--- config.mk ---
export PLATFORM = sky130hd
export DESIGN_NAME = i2c_register_file
export DESIGN_NICKNAME = d
export VERILOG_FILES = /design/src/rtl/i2c_register_file_pkg.sv /design/src/rtl/i2c_register_file_reg_bank.sv /design/src/rtl/i2c_register_file.sv
export SDC_FILE = /design/constraint.sdc
export NUM_CORES = 1
export LEC_CHECK = 0
export ABC_AREA = 0
export BUFFER_PORTS_ARGS = -buffer_cell sky130_fd_sc_hd__buf_2
export CAP_MARGIN = 20
export CELL_PAD_IN_SITES_DETAIL_PLACEMENT = 1
export CELL_PAD_IN_SITES_GLOBAL_PLACEMENT = 1
export CORE_ASPECT_RATIO = 2
export CORE_MARGIN = 8
export CORE_UTILIZATION = 36
export CTS_CLUSTER_DIAMETER = 60
export CTS_CLUSTER_SIZE = 20
export DETAILED_ROUTE_END_ITERATION = 8
export GPL_TIMING_DRIVEN = 0
export HOLD_SLACK_MARGIN = 0.05
export PLACE_DENSITY_LB_ADDON = 0.1
export SETUP_SLACK_MARGIN = 0.15
export SLEW_MARGIN = 0
export SYNTH_ARGS = -nofsm -noshare
export SYNTH_HDL_FRONTEND = slang
export SYNTH_HIERARCHICAL = 1
export SYNTH_SLANG_ARGS = --single-unit
export TNS_END_PERCENT = 10
--- constraint.sdc ---
create_clock -name clk -period 2.4 [get_ports clk]
set_input_delay 0.48 -clock clk [delete_from_list [all_inputs] [get_ports clk]]
set_output_delay 0.48 -clock clk [all_outputs]
set_load 0.005 [all_outputs]
--- src/rtl/i2c_register_file_pkg.sv ---
// Shared types for the I2C register file: FSM state encoding and address-byte layout.
// No logic here; imported by the register file top and its storage bank.
// Nothing in this package adds latency or flow control.
package i2c_register_file_pkg;

  // Transfer-tracking states of the pointer protocol
  typedef enum logic [1:0] {
    ST_IDLE  = 2'd0,
    ST_PTR   = 2'd1,
    ST_WRITE = 2'd2,
    ST_READ  = 2'd3
  } state_t;

  // Bit of the received address byte that carries R/W# (1 = read)
  localparam int RW_BIT = 0;

endpackage

--- src/rtl/i2c_register_file_reg_bank.sv ---
// Register storage: RW bytes with indexed write, plus a read mux over RW bytes and ro_in.
// Latency: writes land on the clock edge after wr_en; rd_data is combinational from rd_addr.
// Backpressure: none; every write request is accepted in the cycle it is presented.
module i2c_register_file_reg_bank
  import i2c_register_file_pkg::*;
#(
  parameter int PTR_W    = 4,
  parameter int RW_COUNT = 8,
  parameter int RO_W     = 64
) (
  input  logic                  clk,
  input  logic                  rst,
  input  logic                  wr_en,
  input  logic [PTR_W-1:0]      wr_addr,
  input  logic [7:0]            wr_data,
  input  logic [PTR_W-1:0]      rd_addr,
  input  logic [RO_W-1:0]       ro_in,
  output logic [8*RW_COUNT-1:0] regs_out,
  output logic [7:0]            rd_data
);

  localparam int NREG = 2**PTR_W;

  logic [8*RW_COUNT-1:0] rw_q;
  logic [7:0]            reg_view [NREG];

  // RW byte storage; an address outside the RW range matches no byte and writes nothing
  always_ff @(posedge clk) begin
    if (rst) begin
      rw_q <= '0;
    end else if (wr_en) begin
      for (int i = 0; i < RW_COUNT; i++) begin
        if (wr_addr == i[PTR_W-1:0]) begin
          rw_q[8*i +: 8] <= wr_data;
        end
      end
    end
  end

  // Full register map seen by the reader: RW bytes first, then the application's RO bytes
  for (genvar g = 0; g < NREG; g++) begin : g_view
    if (g < RW_COUNT) begin : g_rw
      assign reg_view[g] = rw_q[8*g +: 8];
    end else begin : g_ro
      assign reg_view[g] = ro_in[8*(g-RW_COUNT) +: 8];
    end
  end

  assign rd_data  = reg_view[rd_addr];
  assign regs_out = rw_q;

endmodule

--- src/rtl/i2c_register_file.sv ---
// Pointer-protocol register file behind an I2C slave: first write byte sets ptr, later bytes auto-increment.
// Latency: writes and reg_wr_stb one edge after rx strobe; i2c_data_tx follows ptr/register changes by one edge.
// Backpressure: none; the slave's byte timing is far slower than the 2-cycle read path, so no stall exists.
module i2c_register_file
  import i2c_register_file_pkg::*;
#(
  parameter  int PTR_W    = 4,
  parameter  int RW_COUNT = 8,
  // When every register is RW there are no RO bytes; ro_in keeps one unused byte so the port stays legal
  localparam int RO_COUNT = (2**PTR_W) - RW_COUNT,
  localparam int RO_W     = (RO_COUNT > 0) ? 8*RO_COUNT : 8
) (
  input  logic                  clk,
  input  logic                  rst,
  input  logic [7:0]            i2c_addr_rw,
  input  logic                  i2c_addr_rw_valid_stb,
  input  logic [7:0]            i2c_data_rx,
  input  logic                  i2c_data_rx_valid_stb,
  output logic [7:0]            i2c_data_tx,
  input  logic                  i2c_data_tx_loaded_stb,
  input  logic                  i2c_error_stb,
  input  logic [RO_W-1:0]       ro_in,
  output logic [8*RW_COUNT-1:0] regs_out,
  output logic                  reg_wr_stb,
  output logic [PTR_W-1:0]      reg_wr_addr
);

  // RW_COUNT as a PTR_W+1 bit value so the range test compares like widths
  localparam logic [PTR_W:0] RW_LIMIT = RW_COUNT[PTR_W:0];

  state_t           state_q;
  state_t           state_d;
  logic [PTR_W-1:0] ptr_q;
  logic [PTR_W-1:0] ptr_d;
  logic             wr_req;
  logic             ptr_in_rw;
  logic [7:0]       rd_data;
  logic             addr_unused;

  // Only the R/W# bit matters; the slave already filtered on its own address
  assign addr_unused = ^i2c_addr_rw[7:1];

  assign ptr_in_rw = ({1'b0, ptr_q} < RW_LIMIT);

  // State and pointer registers; pointer survives errors and transfer boundaries
  always_ff @(posedge clk) begin
    if (rst) begin
      state_q <= ST_IDLE;
      ptr_q   <= '0;
    end else begin
      state_q <= state_d;
      ptr_q   <= ptr_d;
    end
  end

  // Next state, pointer and write request; error beats address strobe beats data strobes
  always_comb begin
    state_d = state_q;
    ptr_d   = ptr_q;
    wr_req  = 1'b0;
    if (i2c_error_stb) begin
      state_d = ST_IDLE;
    end else if (i2c_addr_rw_valid_stb) begin
      state_d = i2c_addr_rw[RW_BIT] ? ST_READ : ST_PTR;
    end else begin
      unique case (state_q)
        ST_PTR: begin
          if (i2c_data_rx_valid_stb) begin
            ptr_d   = i2c_data_rx[PTR_W-1:0];
            state_d = ST_WRITE;
          end
        end
        ST_WRITE: begin
          if (i2c_data_rx_valid_stb) begin
            // Bytes aimed at RO registers are dropped but still advance the pointer
            wr_req = ptr_in_rw;
            ptr_d  = ptr_q + 1'b1;
          end
        end
        ST_READ: begin
          if (i2c_data_tx_loaded_stb) begin
            ptr_d = ptr_q + 1'b1;
          end
        end
        default: begin
          state_d = state_q;
        end
      endcase
    end
  end

  // Registered outputs: tx byte refreshed every cycle, write strobe one cycle after the rx byte
  always_ff @(posedge clk) begin
    if (rst) begin
      i2c_data_tx <= 8'h00;
      reg_wr_stb  <= 1'b0;
      reg_wr_addr <= '0;
    end else begin
      i2c_data_tx <= rd_data;
      reg_wr_stb  <= wr_req;
      if (wr_req) begin
        reg_wr_addr <= ptr_q;
      end
    end
  end

  i2c_register_file_reg_bank #(
    .PTR_W    (PTR_W),
    .RW_COUNT (RW_COUNT),
    .RO_W     (RO_W)
  ) u_bank (
    .clk      (clk),
    .rst      (rst),
    .wr_en    (wr_req),
    .wr_addr  (ptr_q),
    .wr_data  (i2c_data_rx),
    .rd_addr  (ptr_q),
    .ro_in    (ro_in),
    .regs_out (regs_out),
    .rd_data  (rd_data)
  );

endmodule

==> impl_metrics.py <==
metrics = {
    "status": {
        "run_status": "finished, final reports clean",
    },
    "synth": {
        "yosys_warnings": 6,
        "synth-main-ff-cell": "dfxtp_1",
        "synthArstFlopShare": 0,
        "synth-edff-count": 0,
        "yosys.cell_types.count": 37,
        "synth_area_mm2": 0.00427,
        "syn_avg_cell_area_um2": 9.42,
        "syn_inst": 453,
        "ys_ff_latch": 83,
        "synthTopCellsByArea": "dfxtp_1 39%, mux4_2 14%, a21oi_1 8.2%",
        "yosysTopAreaCellShare": 0.389,
        "ys_seq_area_frac": 0.389,
        "yosys.area.top_type": "dfxtp_1",
        "syn_nets": 540,
    },
    "sta": {
        "tightest_slew_ns": 0.676,
        "fin_crit_sh": 0.942,
        "setup_viol_count_final": 0,
        "relSlewSlack": 0.550,
        "slew_viol_final": 0,
        "rsz0062_at_grt": "true",
        "skew_ns": 0.00948,
        "fin_crit_ns": 2.26,
        "whs_ns": 0.384,
        "fmax_mhz": 442,
        "finalHoldViolCount": 0,
    },
    "cells_and_area": {
        "area_delta_synth_final_pct": 30.4,
        "seq_area_mm2": 0.00167,
        "n_antenna_cell": 0,
        "multi_input_area_mm2": 0.00230,
        "layout.nets": 702,
        "drive_gt1_frac": 0.379,
        "fillCellCount": 1447,
        "stdcell_area_mm2": 0.00556,
    },
    "worst_setup_path": {
        "cp.arrival_ns": 2.45,
        "cp_max_fo": 10,
        "critPathLaunchType": "flip-flop",
        "cp-end-kind": "flip-flop",
        "worstSetupPathType": "reg -> reg",
        "cp.required_ns": 2.59,
    },
    "worst_hold_path": {
        "hold_class": "in -> reg",
    },
    "routing": {
        "drt_iter0_markers": 235,
        "via_per_inst": 5.69,
        "wl_um": 18100,
        "post-route-drc-count": 0,
        "drt_first_pass_iters": 4,
        "vias": 4352,
        "wl_per_cell_um": 23.7,
        "postRouteAntennaNets": 0,
    },
    "cts": {
        "cts-buffers-inserted": 9,
        "cts-htree-levels": 3,
        "cts_root_buffer": "clkbuf_16",
        "cts_tree": "done",
        "cts_buffer_depth": 2,
        "clock_latency_ns": 0.33,
        "cts_sinks": 83,
        "cts.clk_slew.worst_paths_ns": 0.06,
    },
    "pwr": {
        "powerDensity_mw_per_mm2": 527,
        "ir_drop_v": 0.000427,
        "finalPower_w": 0.00293,
        "p_leak_nw": 2.28,
    },
    "floorplan": {
        "ios": 163,
        "die_h_um": 170,
        "initial_core_util": 0.367,
        "rows": 56,
        "dieArea_mm2": 0.0158,
        "die_w_um": 93.0,
        "coreArea_mm2": 0.0116,
    },
    "global_route": {
        "grt_start_max_net_pins": 15,
        "grt_pass1_vias": 4918,
        "grt_use_total": 0.226,
        "overflow": 0,
        "antenna_found_initial": 0,
        "grt_first_pass_wirelength_um": 27300,
    },
    "place": {
        "hpwl_um": 14400,
        "gp_congestion": 0.838,
        "port_buffers": 150,
        "dpl_cell_area_mm2": 0.00520,
    },
    "flow_run": {
        "cap_violations": 0,
    },
}
cell families after synthesis:
group | Yosys count | share of synthesized area
AOI/OAI and AO/OA | 156 | 0.201
buffers and inverters | 57 | 0.0742
and+or+nand+nor | 118 | 0.145
adders and majority gates | 1 | 0.00293
muxes | 38 | 0.187
DFF | 83 | 0.389
final cells by class:
cell class,count,share of cell area
Multi-Input combinational cell,313,0.413
Sequential cell,83,0.300
Timing Repair Buffer,151,0.136
Buffer,55,0.0677
Clock buffer,13,0.0450
Tap cell,145,0.0326
Clock inverter,3,0.00427
Inverter,2,0.00135
state kept, by name, summed over array words and instances, names as in the netlist:
| register | count |
|---|---|
| state_q | 2 |
| reg_wr_addr | 4 |
| u_bank/regs_out | 64 |
| i2c_data_tx | 8 |
| reg_wr_stb | 1 |
| ptr_q | 4 |
worst paths after layout:
kind	start	to	slack, ns	cells past startpoint
min	i2c_error_stb	state_q[0]	0.38	2
max reg2reg	ptr_q[3]	u_bank/regs_out[13]	0.14	8
max	ptr_q[3]	u_bank/regs_out[13]	0.14	8
min reg2reg	reg_wr_addr[3]	reg_wr_addr[3]	0.48	1
cells in the mapped netlist, drive strengths merged, types with 2 or more instances:
master / count
a21oi: 70
a22oi: 16
and2: 2
buf: 24
clkbuf: 31
dfxtp: 83
inv: 2
mux2i: 6
mux4: 32
nand2: 12
nand2b: 6
nand3: 65
nand3b: 3
nor2: 9
nor2b: 12
nor3: 2
nor3b: 2
o21ai: 64
or2: 2
what timing repair did:
item	4_1_cts	5_1_grt
resized for setup	29	8
setup buffers	0	1
hold buffers	0	0
endpoints found under the setup margin	69	69
pin swaps	0	0
power by group:
group	internal, W	total (W)	switching, W
Sequential	0.00138	0.00139	0.00000838
Clock	0.000733	0.00130	0.000567
Combinational	0.000111	0.000244	0.000134
Total	0.00223	0.00293	0.000709
metrics by stage:
stage | setup WS, ns | setup TNS (ns) | instances | utilization
floorplan | 0.188 | 0 | 453 | -
CTS | 0.110 | 0 | 764 | 0.477
global route | 0.00195 | 0 | 765 | 0.478
global placement | -0.330 | -12.65 | 748 | 0.447
finish | 0.140 | 0 | 765 | 0.478
detailed placement | -0.363 | -15.08 | 748 | 0.447
worst max-delay path, cell delays in order (launching register included):
cell and delay (ns):
dfxtp_4 0.39, nand2b_1 0.17, or4_1 0.41, clkbuf_4 0.19
inv_2 0.10, or3b_4 0.43, clkbuf_8 0.19, o21ai_1 0.15
a21oi_1 0.09
metal layers:
| metal | share of wire | vias to the layer above | track usage | routed length, µm |
|---|---|---|---|---|
| met3 | 0.061 | 43 | 0.0512 | 1110 |
| met4 | 0.042 | 0 | 0.117 | 758 |
| met5 | 0 | - | 0 | 0 |
| met2 | 0.55 | 175 | 0.428 | 9930 |
| met1 | 0.35 | 2121 | 0.216 | 6320 |
| li1 | - | 2013 | - | - |
placed cells by master, fill, tap and decap left out, drive strengths merged:
| cell | n |
|---|---|
| o21ai | 64 |
| a311oi | 1 |
| mux4 | 32 |
| nand3 | 65 |
| nand2 | 12 |
| a22oi | 16 |
| a211oi | 1 |
| clkinv | 1 |
| nor3b | 2 |
| clkinvlp | 2 |
| inv | 2 |
| a21bo | 1 |
| and2 | 2 |
| a31oi | 1 |
| a2111oi | 1 |
| or2 | 2 |
| nand2b | 6 |
| ha | 1 |
| and3b | 1 |
| nand3b | 3 |
| a21oi | 70 |
| or4 | 1 |
| o22ai | 1 |
| mux2i | 6 |
| nor3 | 2 |
| nor2 | 9 |
| dfxtp | 83 |
| or3b | 1 |
| nor2b | 12 |
| clkbuf | 43 |
| buf | 176 |
No activity file was read; power rests on OpenSTA's default activity.
